--- src/rtl/reg_pipe_delay_mux_if.sv ---
// Bus bundle for reg_pipe_delay_mux.
// Purpose: groups the data/control inputs and the delayed outputs of the
//          selectable-latency pipeline into one interface.
// Signals:
//   ce       clock enable for the data/valid pipeline
//   clr      synchronous clear of valids and lat_err
//   x        input data (WIDTH)
//   x_vld    input data valid
//   lat      requested latency (LAT_W), 0 = combinational bypass
//   y        delayed data (WIDTH)
//   y_vld    delayed valid
//   lat_err  sticky out-of-range latency flag
// Modports: master drives inputs / observes outputs, slave is the pipeline.
interface reg_pipe_delay_mux_if #(
    parameter int WIDTH = 18,
    parameter int LAT_W = 5
);
    logic             ce;
    logic             clr;
    logic [WIDTH-1:0] x;
    logic             x_vld;
    logic [LAT_W-1:0] lat;
    logic [WIDTH-1:0] y;
    logic             y_vld;
    logic             lat_err;

    modport master (
        output ce, clr, x, x_vld, lat,
        input  y, y_vld, lat_err
    );

    modport slave (
        input  ce, clr, x, x_vld, lat,
        output y, y_vld, lat_err
    );
endinterface

--- src/rtl/reg_pipe_delay_mux.sv ---
// reg_pipe_delay_mux
// Purpose: selectable-latency pipeline register. Latency 0 is a combinational
//          bypass; 1..DEPTH selects that many register stages. A valid bit
//          travels with the data, a latency change flushes in-flight valids,
//          and requests above DEPTH are clamped and flagged (sticky lat_err).
// Ports:
//   clk    rising-edge clock
//   rst_n  asynchronous active-low reset
//   bus    reg_pipe_delay_mux_if.slave (ce, clr, x, x_vld, lat -> y, y_vld, lat_err)
// Parameters: WIDTH (data width), DEPTH (max stages, 1..16),
//             LAT_W (width of lat, 2**LAT_W > DEPTH).
// Configuration macro: PIPE_HOLD_OUT_EN -- when defined, y holds the last
//          valid output while y_vld is low (register h); otherwise y shows the
//          selected raw tap regardless of y_vld.
module reg_pipe_delay_mux #(
    parameter int WIDTH = 18,
    parameter int DEPTH = 4,
    parameter int LAT_W = 5
) (
    input logic                 clk,
    input logic                 rst_n,
    reg_pipe_delay_mux_if.slave bus
);

    logic [WIDTH-1:0] s_q [1:DEPTH];
    logic             v_q [1:DEPTH];
    logic [LAT_W-1:0] lat_q;
    logic             lat_err_q;

    logic             lat_over;
    logic [LAT_W-1:0] eff_lat;
    logic             flush;
    logic [WIDTH-1:0] raw_y;
    logic             out_vld;

    assign lat_over = bus.lat > LAT_W'(DEPTH);
    assign eff_lat  = lat_over ? LAT_W'(DEPTH) : bus.lat;
    // Compared against the raw request, so a change between two out-of-range
    // values also flushes.
    assign flush    = bus.lat != lat_q;

    // ---- stage registers s[1..DEPTH] / v[1..DEPTH] ----
    always_ff @(posedge clk or negedge rst_n) begin
        if (!rst_n) begin
            for (int k = 1; k <= DEPTH; k++) begin
                s_q[k] <= '0;
                v_q[k] <= 1'b0;
            end
            lat_q     <= '0;
            lat_err_q <= 1'b0;
        end else begin
            lat_q <= bus.lat;
            if (bus.clr) begin
                // Data holds; only valids and the error flag are cleared.
                for (int k = 1; k <= DEPTH; k++) v_q[k] <= 1'b0;
                lat_err_q <= 1'b0;
            end else begin
                if (lat_over) lat_err_q <= 1'b1;
                if (flush) begin
                    // Shift on this edge is discarded; stale data stays but is
                    // marked invalid.
                    for (int k = 1; k <= DEPTH; k++) v_q[k] <= 1'b0;
                end else if (bus.ce) begin
                    s_q[1] <= bus.x;
                    v_q[1] <= bus.x_vld;
                    for (int k = 2; k <= DEPTH; k++) begin
                        s_q[k] <= s_q[k-1];
                        v_q[k] <= v_q[k-1];
                    end
                end
            end
        end
    end

    // ---- output tap select ----
    always_comb begin
        raw_y   = bus.x;
        out_vld = bus.x_vld;
        for (int k = 1; k <= DEPTH; k++) begin
            if (eff_lat == LAT_W'(k)) begin
                raw_y   = s_q[k];
                out_vld = v_q[k];
            end
        end
    end

    assign bus.y_vld   = out_vld;
    assign bus.lat_err = lat_err_q;

`ifdef PIPE_HOLD_OUT_EN
    logic [WIDTH-1:0] h_q;

    // ---- output hold register ----
    always_ff @(posedge clk or negedge rst_n) begin
        if (!rst_n) begin
            h_q <= '0;
        end else if (out_vld) begin
            h_q <= raw_y;
        end
    end

    assign bus.y = out_vld ? raw_y : h_q;
`else
    assign bus.y = raw_y;
`endif

endmodule

--- src/flat_wrapper.sv ---
// flat-port wrapper written by rule: the top's interface ports become plain ports
module reg_pipe_delay_mux_flat 
#(
    parameter int WIDTH = 18,
    parameter int DEPTH = 4,
    parameter int LAT_W = 5
)
  (clk, rst_n, bus_ce, bus_clr, bus_x, bus_x_vld, bus_lat, bus_y, bus_y_vld, bus_lat_err);
  reg_pipe_delay_mux_if #(.WIDTH(WIDTH), .LAT_W(LAT_W)) bus_i ();
  input logic clk;
  input logic rst_n;
  input wire logic [$bits(bus_i.ce)-1:0] bus_ce;
  input wire logic [$bits(bus_i.clr)-1:0] bus_clr;
  input wire logic [$bits(bus_i.x)-1:0] bus_x;
  input wire logic [$bits(bus_i.x_vld)-1:0] bus_x_vld;
  input wire logic [$bits(bus_i.lat)-1:0] bus_lat;
  output wire logic [$bits(bus_i.y)-1:0] bus_y;
  output wire logic [$bits(bus_i.y_vld)-1:0] bus_y_vld;
  output wire logic [$bits(bus_i.lat_err)-1:0] bus_lat_err;
  assign bus_i.ce = bus_ce;
  assign bus_i.clr = bus_clr;
  assign bus_i.x = bus_x;
  assign bus_i.x_vld = bus_x_vld;
  assign bus_i.lat = bus_lat;
  assign bus_y = bus_i.y;
  assign bus_y_vld = bus_i.y_vld;
  assign bus_lat_err = bus_i.lat_err;
  reg_pipe_delay_mux #(.WIDTH(WIDTH), .DEPTH(DEPTH), .LAT_W(LAT_W)) u_core (.clk(clk), .rst_n(rst_n), .bus(bus_i));
endmodule
--- config.mk ---
export PLATFORM = sky130hd
export DESIGN_NAME = reg_pipe_delay_mux_flat
export DESIGN_NICKNAME = d
export VERILOG_FILES = /design/src/rtl/reg_pipe_delay_mux_if.sv /design/src/rtl/reg_pipe_delay_mux.sv /design/src/flat_wrapper.sv
export SDC_FILE = /design/constraint.sdc
export NUM_CORES = 1
export LEC_CHECK = 0
export ABC_AREA = 0
export BUFFER_PORTS_ARGS = -buffer_cell sky130_fd_sc_hd__buf_2
export CAP_MARGIN = 20
export CELL_PAD_IN_SITES_DETAIL_PLACEMENT = 1
export CELL_PAD_IN_SITES_GLOBAL_PLACEMENT = 1
export CORE_MARGIN = 8
export CORE_UTILIZATION = 38
export CTS_CLUSTER_SIZE = 28
export DETAILED_ROUTE_END_ITERATION = 16
export PLACE_DENSITY_LB_ADDON = 0.1
export SYNTH_ARGS = -nofsm -noshare
export SYNTH_HDL_FRONTEND = slang
export SYNTH_SLANG_ARGS = --single-unit
--- constraint.sdc ---
create_clock -name clk -period 1.8 [get_ports clk]
set_input_delay 0.27 -clock clk [delete_from_list [all_inputs] [get_ports clk]]
set_output_delay 0.27 -clock clk [all_outputs]
set_load 0.03 [all_outputs]
==> impl_table.tex <==
\begin{tabular}{lr}
\hline
Metric & Value \\
\hline
\multicolumn{2}{l}{\textbf{Status}} \\
\quad Status & complete, but fails checks \\
\quad Failing checks & setup timing \\
\multicolumn{2}{l}{\textbf{Clocking}} \\
\quad TritonCTS clock tree & yes \\
\quad Worst skew pair latency & 0.36 ns \\
\quad Clock Tree Buf Depth & 2 \\
\quad Number of buffers added by the clock tree synthesis step & 9 \\
\quad Buffer cell driving the clock tree root & sky130\_fd\_sc\_hd\_\_clkbuf\_8 \\
\quad Max H-tree Level & 3 \\
\quad Clock Pin Slew Worst Setup and Hold Paths & 0.08 ns \\
\quad CTS sink count & 82 \\
\multicolumn{2}{l}{\textbf{Cells and area}} \\
\quad Diode insertion count for antenna repair & 0 \\
\quad Post-route non-filler standard cell count & 499 \\
\quad Commonest cells after routing, fill and taps aside & 89 x sky130\_fd\_sc\_hd\_\_mux2\_4, 82 x sky130\_fd\_sc\_hd\_\_dfrtp\_1, 80 x sky130\_fd\_sc\_hd\_\_buf\_4 \\
\quad Leading cell type in the layout, fill and taps excluded & sky130\_fd\_sc\_hd\_\_mux2\_4 \\
\quad Final nets & 383 \\
\quad Proportion of layout cells with a drive suffix above 1 & 0.713 \\
\quad Area overhead of the layout relative to synthesis & 31.6\% \\
\multicolumn{2}{l}{\textbf{Routing}} \\
\quad Number of vias after detailed routing & 2432 \\
\quad Post-DR vias/cell & 4.87 \\
\quad Number of DRC violations after detailed-routing iteration 0 & 82 \\
\quad DRC violation count after routing & 0 \\
\quad Avg WL per Cell & 18.9 um \\
\quad Detailed-routing iteration count for the pre-antenna-repair pass & 4 \\
\quad Number of nets with antenna violations after routing & 0 \\
\quad Routed WL & 9.43 mm \\
\multicolumn{2}{l}{\textbf{STA}} \\
\quad Setup skew after layout & 0.00678 ns \\
\quad Share of the clock period used by the worst path & 1.07 \\
\quad Count of pins over their slew limit & 0 \\
\quad Setup TNS Final & -7.61 ns \\
\quad Worst Tran Pin Value & 0.406 ns \\
\quad Fin crit period & 1.93 ns \\
\quad Post-route worst setup slack & -0.134 ns \\
\quad Unrepaired setup endpoints after global routing & true \\
\quad Final setup violation count & 91 \\
\quad Endpoints failing hold & 0 \\
\quad Tightest slew margin relative to the limit & 0.730 \\
\quad Peak clock frequency supported by timing & 0.517 GHz \\
\multicolumn{2}{l}{\textbf{Critical path}} \\
\quad R2R setup slack & -0.12 ns \\
\quad Worst Setup Path Type & flop to output pin \\
\quad Worst setup path end & bus\_y[1] \\
\quad Series of cell instances along the critical path & mux4\_2 > mux2\_4 > buf\_6 \\
\quad Worst setup path start & u\_core.s\_q[55]\$\_DFFE\_PN0P\_ \\
\quad Startpoint class of the critical path & flop \\
\quad Endpoint class of the critical path & output pin \\
\quad Arrival time of data at the critical path endpoint & 1.66 ns \\
\quad Instance count on the critical path & 3 \\
\quad Source of the worst register-to-register timing path & u\_core.lat\_q[3]\$\_DFF\_PN0\_ \\
\quad Critical R2R Capture & u\_core.s\_q[36]\$\_DFFE\_PN0P\_ \\
\quad Cell type group with the largest total delay on the critical path & multiplexers \\
\quad Path depth of the worst reg2reg path & 5 \\
\quad Maximum single-stage delay on the critical path & 0.47 ns \\
\quad Worst Path Buf+Inv & 1 \\
\quad Master of the slowest instance on the critical path & sky130\_fd\_sc\_hd\_\_mux4\_2 \\
\quad Maximum fanout count along the critical path & 3 \\
\quad Worst path required time & 1.53 ns \\
\multicolumn{2}{l}{\textbf{Logic synthesis}} \\
\quad Post-synthesis average cell area & 18.2 um2 \\
\quad Synth unique cells & 20 \\
\quad Register bit total from synthesis & 82 \\
\quad Warnings, synthesis & 0 \\
\quad Leading post-synthesis cells by cell area & sky130\_fd\_sc\_hd\_\_dfrtp\_1 50\%, sky130\_fd\_sc\_hd\_\_mux2\_4 26\%, sky130\_fd\_sc\_hd\_\_mux4\_2 10\% \\
\quad Proportion of synthesized chip area in sequential cells & 0.500 \\
\quad Post-synth net total & 254 \\
\quad Cell type with the largest total area after synthesis & sky130\_fd\_sc\_hd\_\_dfrtp\_1 \\
\quad Top-area cell type share of the netlist area & 0.500 \\
\quad Cell count after synthesis & 226 \\
\quad Netlist area before placement & 4110 um2 \\
\multicolumn{2}{l}{\textbf{GRT}} \\
\quad GR Overflow Total & 0 \\
\quad Number of antenna violations at the first check in global routing & 0 \\
\quad Largest net degree at the start of global routing & 32 \\
\quad Global-route wire length before repair & 15.8 mm \\
\quad Via count of the first global-routing pass & 2808 \\
\quad Overall track demand over capacity in global routing & 0.140 \\
\multicolumn{2}{l}{\textbf{Power and ir drop}} \\
\quad Pwr Total & 0.00404 W \\
\quad Standby leakage power & 2.66 nW \\
\quad P per Cell Area & 748 nW/um2 \\
\quad Worst supply voltage drop on vdd & 0.472 mV \\
\multicolumn{2}{l}{\textbf{Placement}} \\
\quad Post-Place Cells & 419 \\
\quad Routability-driven placement congestion ratio & 0.721 \\
\quad Final HPWL from detailed placement & 5.93 mm \\
\quad Count of input and output buffers & 47 \\
\quad Placement-stage worst setup slack & -0.148 ns \\
\multicolumn{2}{l}{\textbf{Die}} \\
\quad Placeable core region & 10700 um2 \\
\quad Floorplan die height & 120 um \\
\quad Die boundary width & 120 um \\
\quad Initial core utilization & 0.384 \\
\quad Number of standard-cell rows in the floorplan & 38 \\
\quad Die footprint & 14400 um2 \\
\quad IO Pins & 48 \\
\multicolumn{2}{l}{\textbf{Job}} \\
\quad Maximum Capacitance Violations & 0 \\
\multicolumn{2}{l}{\textbf{Min path}} \\
\quad Hold/Removal Path Class & input pin to flop \\
\hline
\end{tabular}
-- worst min-delay path by stage --
stage | startpoint | end | slack (ns) | cells after the start
6_report | bus_clr | u_core.bus.lat_err$_DFFE_PN0P_ | 0.09 | 2
2_1_floorplan | rst_n | u_core.bus.lat_err$_DFFE_PN0P_ | -0.03 | 0
4_1_cts | bus_clr | u_core.bus.lat_err$_DFFE_PN0P_ | 0.06 | 2
5_1_grt | bus_clr | u_core.bus.lat_err$_DFFE_PN0P_ | 0.07 | 2
3_3_place_gp | rst_n | u_core.s_q[14]$_DFFE_PN0P_ | 0.23 | 1
3_5_place_dp | rst_n | u_core.s_q[66]$_DFFE_PN0P_ | 0.23 | 1
-- area by class of cell --
cell class	count	area, um2
Sequential cell	82	2050
Clock inverter	3	15.0
Fill cell	1057	5300
Timing Repair Buffer	132	1060
Tap cell	140	175
Multi-Input combinational cell	130	1950
Clock buffer	12	155
-- through the flow --
| stage | hold slack, ns | instance area (um2) | utilization |
|---|---|---|---|
| after floorplan | -0.0256 | 4110 | - |
| after global placement | 0.234 | 4550 | 0.425 |
| after detailed placement | 0.234 | 4550 | 0.425 |
| after CTS | 0.0588 | 5280 | 0.494 |
| after global routing | 0.0707 | 5400 | 0.505 |
| final | 0.0865 | 5400 | 0.505 |
-- kinds of logic after synthesis --
group,Yosys count,share of synthesized area
AOI/OAI and AO/OA,2,0.00244
DFF,82,0.500
buffers and inverters,14,0.0457
xor gates and xnor gates,5,0.0107
muxes,114,0.428
and+or+nand+nor,9,0.0137
-- state kept, by name (all words and copies together), names as in the netlist --
name,cells
u_core.s_q,72
u_core.bus.lat_err,1
u_core.v_q,4
u_core.lat_q,5
-- where the power goes --
part | leakage (nW) | internal (W) | switching, W | total [W]
Clock | 0.0920 | 0.000563 | 0.000654 | 0.00122
Sequential | 1.12 | 0.00197 | 0.0000766 | 0.00205
Combinational | 1.45 | 0.000497 | 0.000280 | 0.000776
Total | 2.66 | 0.00303 | 0.00101 | 0.00404
-- what timing repair did --
item,CTS,global route
hold endpoints to repair,27,0
buffers inserted,48,16
pin swaps,1,1
resized for setup,57,0
endpoints found under the setup margin,91,91
hold buffers,1,0
-- synth_stat cells (all sizes together) --
master,instances
nor3,2
nor2,4
xor2,3
nand3,1
o21ai,1
buf,13
mux2,91
clkbuf,1
nor4,1
mux4,19
dfrtp,82
xnor2,2
mux2i,4
and4,1
a21oi,1
-- per-layer routing --
layer / up-vias / track usage / wire length (um)
met3: 9 / 0.0399 / 310
met5: - / 0 / 0
li1: 1095 / - / -
met1: 1295 / 0.176 / 4170
met2: 33 / 0.225 / 4820
met4: 0 / 0.0492 / 133
No activity file was read; power rests on OpenSTA's default activity.
